[config.mk]
export PLATFORM = sky130hd
export DESIGN_NAME = vend_ctrl_gen_flat
export DESIGN_NICKNAME = d
export VERILOG_FILES = /design/src/rtl/vend_ctrl_gen_if.sv /design/src/rtl/vend_ctrl_gen.sv /design/src/flat_wrapper.sv
export SDC_FILE = /design/constraint.sdc
export NUM_CORES = 1
export LEC_CHECK = 0
export BUFFER_PORTS_ARGS = -buffer_cell sky130_fd_sc_hd__buf_2
export CAP_MARGIN = 20
export CORE_ASPECT_RATIO = 1.2
export CORE_MARGIN = 10
export CORE_UTILIZATION = 60
export CTS_CLUSTER_DIAMETER = 120
export DETAILED_ROUTE_END_ITERATION = 12
export GPL_TIMING_DRIVEN = 0
export PLACE_DENSITY = 0.78
export RECOVER_POWER = 25
export SYNTH_ARGS = -nofsm -noshare
export SYNTH_HDL_FRONTEND = slang
export SYNTH_SLANG_ARGS = --single-unit
[constraint.sdc]
create_clock -name CLK -period 5.85 [get_ports CLK]
set_input_delay 0.585 -clock CLK [delete_from_list [all_inputs] [get_ports CLK]]
set_output_delay 0.585 -clock CLK [all_outputs]
set_load 0.05 [all_outputs]
[src/rtl/vend_ctrl_gen_if.sv]
// Handshake bundle between the vending front-end/mechanics and vend_ctrl_gen.
// Master drives user, brewer and dispenser inputs; slave is the controller.
interface vend_ctrl_gen_if #(
    parameter int NCOIN = 4,
    parameter int VW    = 16,
    parameter int NPROD = 2
);
    localparam int PW = (NPROD > 1) ? $clog2(NPROD) : 1;

    logic [NCOIN-1:0] coin_in;
    logic             sel_valid;
    logic [PW-1:0]    sel_prod;
    logic [2:0]       sel_cups;
    logic             start;
    logic             ret_req;
    logic             done;
    logic             take_out;
    logic             drop_ack;
    logic [VW-1:0]    credit;
    logic             coin_reject;
    logic             no_funds;
    logic             making;
    logic             coffee;
    logic [NCOIN-1:0] drop;
    logic             busy;

    modport master (
        output coin_in, sel_valid, sel_prod, sel_cups, start, ret_req,
               done, take_out, drop_ack,
        input  credit, coin_reject, no_funds, making, coffee, drop, busy
    );

    modport slave (
        input  coin_in, sel_valid, sel_prod, sel_cups, start, ret_req,
               done, take_out, drop_ack,
        output credit, coin_reject, no_funds, making, coffee, drop, busy
    );
endinterface

[src/rtl/vend_ctrl_gen.sv]
// Vending controller: coin credit, per-cup brew loop with per-cup debit,
// greedy largest-first change return with one coin per dispenser handshake.
//  state    | meaning
//  IDLE     | accept coins, selection, start, return request
//  MAKE     | brewer running the current cup
//  TAKE     | cup waiting for removal
//  CHG_SEL  | choose largest coin that fits the credit
//  CHG_DROP | coin eject requested, waiting for drop_ack
module vend_ctrl_gen #(
    parameter int                  NCOIN       = 4,
    parameter int                  VW          = 16,
    parameter logic [NCOIN*VW-1:0] COIN_VALS   = {16'd1000, 16'd500, 16'd100, 16'd50},
    parameter int                  NPROD       = 2,
    parameter logic [NPROD*VW-1:0] PRICES      = {16'd450, 16'd300},
    parameter int                  MAX_CREDIT  = 2000,
    parameter int                  CUPS_MAX    = 5,
    parameter int                  AUTO_CHANGE = 1
) (
    input  logic           CLK,
    input  logic           RST,
    vend_ctrl_gen_if.slave bus
);
    localparam int PW = (NPROD > 1) ? $clog2(NPROD) : 1;
    localparam int CW = (NCOIN > 1) ? $clog2(NCOIN) : 1;

    localparam logic [2:0] S_IDLE     = 3'd0;
    localparam logic [2:0] S_MAKE     = 3'd1;
    localparam logic [2:0] S_TAKE     = 3'd2;
    localparam logic [2:0] S_CHG_SEL  = 3'd3;
    localparam logic [2:0] S_CHG_DROP = 3'd4;

    logic [2:0]       state_q, state_d;
    logic [VW-1:0]    credit_q, credit_d;
    logic             sel_ok_q, sel_ok_d;
    logic [PW-1:0]    prod_q, prod_d;
    logic [2:0]       cups_q, cups_d;
    logic [2:0]       left_q, left_d;
    logic [CW-1:0]    chg_q, chg_d;
    logic             coin_reject_q, coin_reject_d;
    logic             no_funds_q, no_funds_d;
    logic             making_q, making_d;
    logic             coffee_q, coffee_d;
    logic [NCOIN-1:0] drop_q, drop_d;
    logic             busy_q, busy_d;

    logic [VW-1:0]    coin_val;
    logic [VW:0]      coin_sum;
    logic             coin_fits;
    logic [VW-1:0]    price;
    logic [VW+2:0]    cost;
    logic             funds_ok;
    logic             sel_legal;
    logic [CW-1:0]    pick;
    logic [VW-1:0]    chg_val;

    always_comb begin
        coin_val = '0;
        for (int i = 0; i < NCOIN; i++) begin
            if (bus.coin_in[i]) coin_val = coin_val | COIN_VALS[i*VW +: VW];
        end
        price = '0;
        for (int p = 0; p < NPROD; p++) begin
            if (prod_q == PW'(p)) price = PRICES[p*VW +: VW];
        end
        // Ascending coin table: the last fitting index is the largest coin.
        pick = '0;
        for (int i = 0; i < NCOIN; i++) begin
            if (COIN_VALS[i*VW +: VW] <= credit_q) pick = CW'(i);
        end
    end

    assign coin_sum  = {1'b0, credit_q} + {1'b0, coin_val};
    assign coin_fits = (coin_sum <= (VW+1)'(MAX_CREDIT));
    assign cost      = {3'b000, price} * {{VW{1'b0}}, cups_q};
    assign funds_ok  = ({3'b000, credit_q} >= cost);
    assign sel_legal = (int'(bus.sel_prod) < NPROD) && (bus.sel_cups != 3'd0)
                       && (int'(bus.sel_cups) <= CUPS_MAX);
    assign chg_val   = COIN_VALS[chg_q*VW +: VW];

    always_comb begin
        state_d       = state_q;
        credit_d      = credit_q;
        sel_ok_d      = sel_ok_q;
        prod_d        = prod_q;
        cups_d        = cups_q;
        left_d        = left_q;
        chg_d         = chg_q;
        no_funds_d    = 1'b0;
        coin_reject_d = (bus.coin_in != '0) && (state_q != S_IDLE);

        case (state_q)
            S_IDLE: begin
                if (bus.coin_in != '0) begin
                    if ($onehot(bus.coin_in) && coin_fits) credit_d = coin_sum[VW-1:0];
                    else                                   coin_reject_d = 1'b1;
                end else if (bus.ret_req) begin
                    if (credit_q != '0) state_d = S_CHG_SEL;
                end else if (bus.start) begin
                    if (sel_ok_q && funds_ok) begin
                        state_d  = S_MAKE;
                        left_d   = cups_q;
                        credit_d = credit_q - price;
                    end else begin
                        no_funds_d = 1'b1;
                    end
                end else if (bus.sel_valid && sel_legal) begin
                    sel_ok_d = 1'b1;
                    prod_d   = bus.sel_prod;
                    cups_d   = bus.sel_cups;
                end
            end
            S_MAKE: begin
                if (bus.done) state_d = S_TAKE;
            end
            S_TAKE: begin
                if (bus.take_out) begin
                    if (left_q > 3'd1) begin
                        left_d   = left_q - 3'd1;
                        credit_d = credit_q - price;
                        state_d  = S_MAKE;
                    end else begin
                        sel_ok_d = 1'b0;
                        prod_d   = '0;
                        cups_d   = '0;
                        left_d   = '0;
                        state_d  = (AUTO_CHANGE != 0 && credit_q != '0) ? S_CHG_SEL : S_IDLE;
                    end
                end
            end
            S_CHG_SEL: begin
                if (credit_q == '0) begin
                    state_d = S_IDLE;
                end else begin
                    chg_d   = pick;
                    state_d = S_CHG_DROP;
                end
            end
            S_CHG_DROP: begin
                if (bus.drop_ack) begin
                    credit_d = credit_q - chg_val;
                    state_d  = S_CHG_SEL;
                end
            end
            default: state_d = S_IDLE;
        endcase

        making_d = (state_d == S_MAKE);
        coffee_d = (state_d == S_TAKE);
        busy_d   = (state_d != S_IDLE);
        drop_d   = (state_d == S_CHG_DROP) ? ({{(NCOIN-1){1'b0}}, 1'b1} << chg_d) : '0;
    end

    always_ff @(posedge CLK) begin
        if (RST) begin
            state_q       <= S_IDLE;
            credit_q      <= '0;
            sel_ok_q      <= 1'b0;
            prod_q        <= '0;
            cups_q        <= '0;
            left_q        <= '0;
            chg_q         <= '0;
            coin_reject_q <= 1'b0;
            no_funds_q    <= 1'b0;
            making_q      <= 1'b0;
            coffee_q      <= 1'b0;
            drop_q        <= '0;
            busy_q        <= 1'b0;
        end else begin
            state_q       <= state_d;
            credit_q      <= credit_d;
            sel_ok_q      <= sel_ok_d;
            prod_q        <= prod_d;
            cups_q        <= cups_d;
            left_q        <= left_d;
            chg_q         <= chg_d;
            coin_reject_q <= coin_reject_d;
            no_funds_q    <= no_funds_d;
            making_q      <= making_d;
            coffee_q      <= coffee_d;
            drop_q        <= drop_d;
            busy_q        <= busy_d;
        end
    end

    assign bus.credit      = credit_q;
    assign bus.coin_reject = coin_reject_q;
    assign bus.no_funds    = no_funds_q;
    assign bus.making      = making_q;
    assign bus.coffee      = coffee_q;
    assign bus.drop        = drop_q;
    assign bus.busy        = busy_q;
endmodule

[src/flat_wrapper.sv]
// flat-port wrapper written by rule: the top's interface ports become plain ports
module vend_ctrl_gen_flat 
#(
    parameter int                  NCOIN       = 4,
    parameter int                  VW          = 16,
    parameter logic [NCOIN*VW-1:0] COIN_VALS   = {16'd1000, 16'd500, 16'd100, 16'd50},
    parameter int                  NPROD       = 2,
    parameter logic [NPROD*VW-1:0] PRICES      = {16'd450, 16'd300},
    parameter int                  MAX_CREDIT  = 2000,
    parameter int                  CUPS_MAX    = 5,
    parameter int                  AUTO_CHANGE = 1
)
  (CLK, RST, bus_coin_in, bus_sel_valid, bus_sel_prod, bus_sel_cups, bus_start, bus_ret_req, bus_done, bus_take_out, bus_drop_ack, bus_credit, bus_coin_reject, bus_no_funds, bus_making, bus_coffee, bus_drop, bus_busy);
  vend_ctrl_gen_if #(.NCOIN(NCOIN), .VW(VW), .NPROD(NPROD)) bus_i ();
  input  logic CLK;
  input  logic RST;
  input wire logic [$bits(bus_i.coin_in)-1:0] bus_coin_in;
  input wire logic [$bits(bus_i.sel_valid)-1:0] bus_sel_valid;
  input wire logic [$bits(bus_i.sel_prod)-1:0] bus_sel_prod;
  input wire logic [$bits(bus_i.sel_cups)-1:0] bus_sel_cups;
  input wire logic [$bits(bus_i.start)-1:0] bus_start;
  input wire logic [$bits(bus_i.ret_req)-1:0] bus_ret_req;
  input wire logic [$bits(bus_i.done)-1:0] bus_done;
  input wire logic [$bits(bus_i.take_out)-1:0] bus_take_out;
  input wire logic [$bits(bus_i.drop_ack)-1:0] bus_drop_ack;
  output wire logic [$bits(bus_i.credit)-1:0] bus_credit;
  output wire logic [$bits(bus_i.coin_reject)-1:0] bus_coin_reject;
  output wire logic [$bits(bus_i.no_funds)-1:0] bus_no_funds;
  output wire logic [$bits(bus_i.making)-1:0] bus_making;
  output wire logic [$bits(bus_i.coffee)-1:0] bus_coffee;
  output wire logic [$bits(bus_i.drop)-1:0] bus_drop;
  output wire logic [$bits(bus_i.busy)-1:0] bus_busy;
  assign bus_i.coin_in = bus_coin_in;
  assign bus_i.sel_valid = bus_sel_valid;
  assign bus_i.sel_prod = bus_sel_prod;
  assign bus_i.sel_cups = bus_sel_cups;
  assign bus_i.start = bus_start;
  assign bus_i.ret_req = bus_ret_req;
  assign bus_i.done = bus_done;
  assign bus_i.take_out = bus_take_out;
  assign bus_i.drop_ack = bus_drop_ack;
  assign bus_credit = bus_i.credit;
  assign bus_coin_reject = bus_i.coin_reject;
  assign bus_no_funds = bus_i.no_funds;
  assign bus_making = bus_i.making;
  assign bus_coffee = bus_i.coffee;
  assign bus_drop = bus_i.drop;
  assign bus_busy = bus_i.busy;
  vend_ctrl_gen #(.NCOIN(NCOIN), .VW(VW), .COIN_VALS(COIN_VALS), .NPROD(NPROD), .PRICES(PRICES), .MAX_CREDIT(MAX_CREDIT), .CUPS_MAX(CUPS_MAX), .AUTO_CHANGE(AUTO_CHANGE)) u_core (.CLK(CLK), .RST(RST), .bus(bus_i));
endmodule
* Word level (Yosys, flattened, before mapping)
Cells that the tools add are included.
Widths: inputs -> output; s select.
** Operators by class
- Multipliers :: 1
- Reduce and logical (&&, ||, !) cells :: 19
- Bitwise logic cells :: 3
- Shift operators :: 2
- Order comparisons :: 7
- Eq/ne operators :: 22
- Multiplexer cells :: 61
- Add/subtract/negate cells :: 7
- Divide/modulo/power cells :: 0
** Operators with widths (count)
- $mux 16 :: 8
- $mux 3 :: 22
- $shiftx 64x7->16 const A :: 1
- $pmux 16 s3 :: 1
- $ge 16x19->1 :: 1
- $add 16x16->17 :: 1
- $le 17x11->1 const B :: 1
- $le 10x16->1 const A :: 1
- $le 7x16->1 const A :: 1
- $le 9x16->1 const A :: 1
- $logic_not 16->1 :: 1
- $reduce_bool 16->1 :: 1
- $sub 16x16->16 :: 1
- $sub 16x9->16 :: 1
- $mux 1 :: 15
- $pmux 3 s5 :: 1
- $ne 2x2->1 const B :: 7
- $mul 9x3->12 :: 1
- $pmux 3 s2 :: 2
- $reduce_bool 3->1 :: 4
- $mux 10 :: 1
- $mux 2 :: 5
- $eq 3x1->1 const B :: 3
- $eq 3x2->1 const B :: 3
- other kinds (26) :: 38
** Storage, ports and cells
- ROM bits :: 0
- Word-level logic and storage cells :: 135
- Memory bits (writable) :: 0
- Bits of input ports :: 16
- Bits in latches :: 0
- Memories :: 0
- Flip-flop bits (word level) :: 38
- Output and inout port bits :: 25

* Logic depth before layout (Yosys ltp)
- Depth in word-level cells :: 12
- Depth in mapped cells :: 24
- Mapped depth without buffers :: 22

* Worst setup path after synthesis
OpenSTA, ideal clock, no wires.
- Kind :: reg2reg
- From :: register u_core.prod_q
- To :: register u_core.credit_q[3], in the netlist u_core.bus.credit[3]
- Slack :: 1.763 ns
- Arrival time :: 3.960 ns
- Clock period less this slack :: 4.087 ns
- Path buffers :: 2
- Setup time :: 0.128 ns
- Cell stages (with the launch flop) :: 23
- Data required time :: 5.722 ns
- Path through :: dfxtp_1 > inv_1 > nand2_1 > nand2b_1 > ha_1 > clkbuf_1 > fa_1 > a21o_1 > a21oi_1 > o21bai_1 > a21oi_1 > o21bai_1 > a21oi_1 > ha_1 > a2111oi_0 > o21a_1 > a211oi_2 > nand2_1 > o211ai_1 > nand3_4 > buf_8 > mux2i_1 > nor2_1
** Between the ends
- Word-level cells in the longest chain between the ends :: 7
- Elaborated cells between the ends (all ways) :: 14
- Classes of those cells :: add/sub: 1; mul: 1; order compare: 1; eq/ne: 1; mux: 8; reduce/logical: 2
** RTL lines
- start, declared :: RTL line vend_ctrl_gen.sv:35 : logic [PW-1:0] prod_q, prod_d;
- start signal, assigned :: RTL line vend_ctrl_gen.sv:172 : prod_q <= prod_d;
- $mux 8 (*) :: RTL line vend_ctrl_gen.sv:63 : if (prod_q == PW'(p)) price = PRICES[p*VW +: VW];
- parallel branches: the longest is 6 deep, another holds $ge 16x19->1
- end signal, assigned :: RTL line vend_ctrl_gen.sv:170 : credit_q <= credit_d;
- end, declared :: RTL line vend_ctrl_gen.sv:33 : logic [VW-1:0] credit_q, credit_d;
Every way passes the cells marked *. The select of a mux whose other input is x is not followed.
A chain may end at the register's enable or synchronous reset.

* Final worst setup path
- From :: register u_core.prod_q
- To :: register u_core.credit_q[7], in the netlist u_core.bus.credit[7]
Same word-level chain as after synthesis.

==> reports/qor.txt <==
Crit path arrival time -> 5090 ps
Post-CTS Setup Inserts -> 0
Cts hold-fix bufs -> 0
Die ar. -> 10,800 um^2
P_leak -> 1.97 nW
Power density over the cells -> 434 nW/um^2
Predominant post-synthesis flop cell -> dfxtp_1
RSZ-0062 raised after global routing -> false
Nets@finish -> 681
CTS Sinks -> 38
CTS clk-pin slew, worst paths -> 90 ps
Fillers -> 629
Status -> completed
Maximum clock rate -> 204 MHz
Asr flop ratio synth -> 0%
Synth cell types -> 61
Met2 Usage GRT -> 39.3%
Cells after Synth -> 554
Setup_tns -> 0 ps
Share of layout cells above drive strength 1 -> 8.96%
Post-synth EDFFs -> 0
Dpl ws -> 989 ps
WL per Instance -> 18.4 um
DR iter-0 viols -> 305
Final min period -> 4900 ps
Final worst path period share -> 83.8%
CTS max path bufs -> 2
Num CTS Buffers -> 5
Drt first pass iters -> 5
Worst Setup Slack, final -> 946 ps
Io pins -> 41
Overflow after GRT -> 0
Most common library cells after synthesis -> 61 x nor2_1, 58 x ha_1, 47 x a21oi_1
Post-synthesis cell area -> 4220 um^2
Grt met3 use -> 3.02%
Drt drc -> 0
Largest net degree at the start of global routing -> 14
Port Buffers -> 39
Max-slew violations -> 0
Slowest stage cell, crit path -> dfxtp_1
Layer with the highest usage -> met2
Crit Path Class -> reg -> reg
Sequential area share after synthesis -> 18.0%
Register bit total from synthesis -> 38
Die W -> 96.6 um
Slew headroom -> 50.0%
Final hold violations -> 0
GR Util met1 -> 28.4%
Post-CTS sizing -> 0
Root Driver -> clkbuf_8
Crit path largest cell delay -> 620 ps
Most used cell, CP -> a21oi_1
CTS H-Tree Depth -> 2
First-pass GRT wire length -> 20,700 um
Via count -> 4,434
Final setup viols -> 0
Routability cong. -> 0.919
Synth warn -> 0
CP Buf/Inv Count -> 3
HP Class -> reg -> reg
Hold Slack -> 504 ps
P&R area growth vs syn -> 10.3%
HPWL Detailed -> 9960 um
Crit path capture type -> flop
CTS tree -> built
Max_cap viols -> 0
Avg Vias per Cell -> 6.43
Peak supply drop -> 0.000267 V
GRT Overall Usage -> 23.4%
Clk Latency, worst-skew pair -> 300 ps
Post-synth top area cell -> dfxtp_1
Vias in the first global route -> 4,367
Final Skew -> 5.43 ps
Top-count cell post-synth -> nor2_1
Initial antenna violation count -> 0
Area occupied by multi-input gates -> 3230 um^2
Starting density of the core -> 61.6%
Number of routed nets with antenna violations -> 0
Synth top area cells -> dfxtp_1 18%, ha_1 17%, a21oi_1 5.6%
Register area -> 761 um^2
Crit start category -> flop
Pwr Total -> 2.02 mW
Yosys top cell area share -> 18.0%
# diodes -> 0
Critical path required time -> 6040 ps
Crit-path max FO -> 12
Routed WL -> 12,700 um
DIE HEIGHT -> 112 um
Core area -> 6850 um^2
Core Rows -> 33
Worst slew pin tran -> 745 ps
Crit-path leading delay family -> compound AO/OA/AOI/OAI gates
Mean Syn Cell Area -> 7.62 um^2
Crit path cell chain -> inv_1 -> nand2_1 -> nand2b_1 -> ha_1 -> clkbuf_1 -> fa_1 -> a21o_1 -> a21oi_1 -> o21bai_1 -> a21oi_1 -> o21bai_1 -> a21oi_1 -> ha_1 -> a2111oi_0 -> o21a_1 -> a211oi_2 -> nand2_1 -> o211ai_1 -> nand3_4 -> buf_8 -> mux2i_1 -> nor2_1
-- power breakdown --
part	leakage (nW)	switching, mW	total (mW)	internal (mW)
logic	1.59	0.860	1.35	0.491
clock network	0.0683	0.109	0.280	0.171
registers	0.308	0.0876	0.390	0.302
-- layout make-up --
class                      count  area share (%)
clock inverter                 3            1.48
multi-input combinational    458            69.3
tap                           87            2.34
clock buffer                   5            1.48
buffer                        24            2.34
inverter                      35            2.82
sequential                    38            16.3
timing repair buffer          40            3.92
-- cells by family after synthesis --
kind of cell	Yosys count	synth area share [%]
and+or+nand+nor	189	22.5
DFF	38	18.0
AOI/OAI and AO/OA	176	28.1
muxes	5	1.19
adders and majority gates	63	19.6
xor gates and xnor gates	23	4.77
buffers and inverters	59	5.69
other	1	0.0888
-- through the flow --
step	instance area (um^2)	cells	util, %
2_1_floorplan	4230	555	-
3_3_place_gp	4530	681	66.1
3_5_place_dp	4530	681	66.1
4_1_cts	4670	689	68.1
5_1_grt	4660	690	67.9
6_report	4660	690	67.9
-- routing by layer --
layer	up-vias	share of wire, %
met1	2077	41
met4	0	4.3
met5	-	0
met2	178	48
met3	48	6.5
li1	2131	-
-- registers in the layout, summed over array words and instances, names as in the netlist --
name / count
u_core.state_q: 3
u_core.bus.busy: 1
u_core.left_q: 3
u_core.chg_q: 2
u_core.prod_q: 1
u_core.bus.drop: 4
u_core.bus.credit: 16
u_core.cups_q: 3
u_core.bus.no_funds: 1
u_core.bus.making: 1
u_core.bus.coffee: 1
u_core.bus.coin_reject: 1
u_core.sel_ok_q: 1
-- worst paths after layout --
kind / from / end / slack (ps) / cells after the start
max reg2reg: u_core.prod_q / u_core.bus.credit[7] / 950 / 22
min reg2reg: u_core.sel_ok_q / u_core.sel_ok_q / 500 / 2
min: u_core.sel_ok_q / u_core.sel_ok_q / 500 / 2
max: u_core.prod_q / u_core.bus.credit[7] / 950 / 22
-- cells in the final DEF, fill, tap and decap left out, types with 8 or more instances in the layout --
cell type,n
dfxtp_1,38
nor2_1,61
nand3_1,11
nand2b_1,8
nand2_1,32
ha_1,58
inv_1,35
buf_2,26
a21oi_1,47
or3_1,8
nor3_1,17
nor2b_1,8
o21ai_0,29
xnor2_1,19
a211oi_1,11
clkbuf_1,36
o211ai_1,8
-- worst reg2reg max path: stages, from the launching register on --
cell       delay, ps
dfxtp_1          620
inv_1            270
nand2_1          150
nand2b_1          70
ha_1             170
clkbuf_1         120
fa_1             430
a21o_1           180
a21oi_1          230
o21bai_1          90
a21oi_1          220
o21bai_1          90
a21oi_1          170
ha_1             280
a2111oi_0        410
o21a_1           230
a211oi_2         100
nand2_1          110
o211ai_1         140
nand3_4          220
buf_8            170
mux2i_1          250
nor2_1            60
No activity file was read; power rests on OpenSTA's default activity.
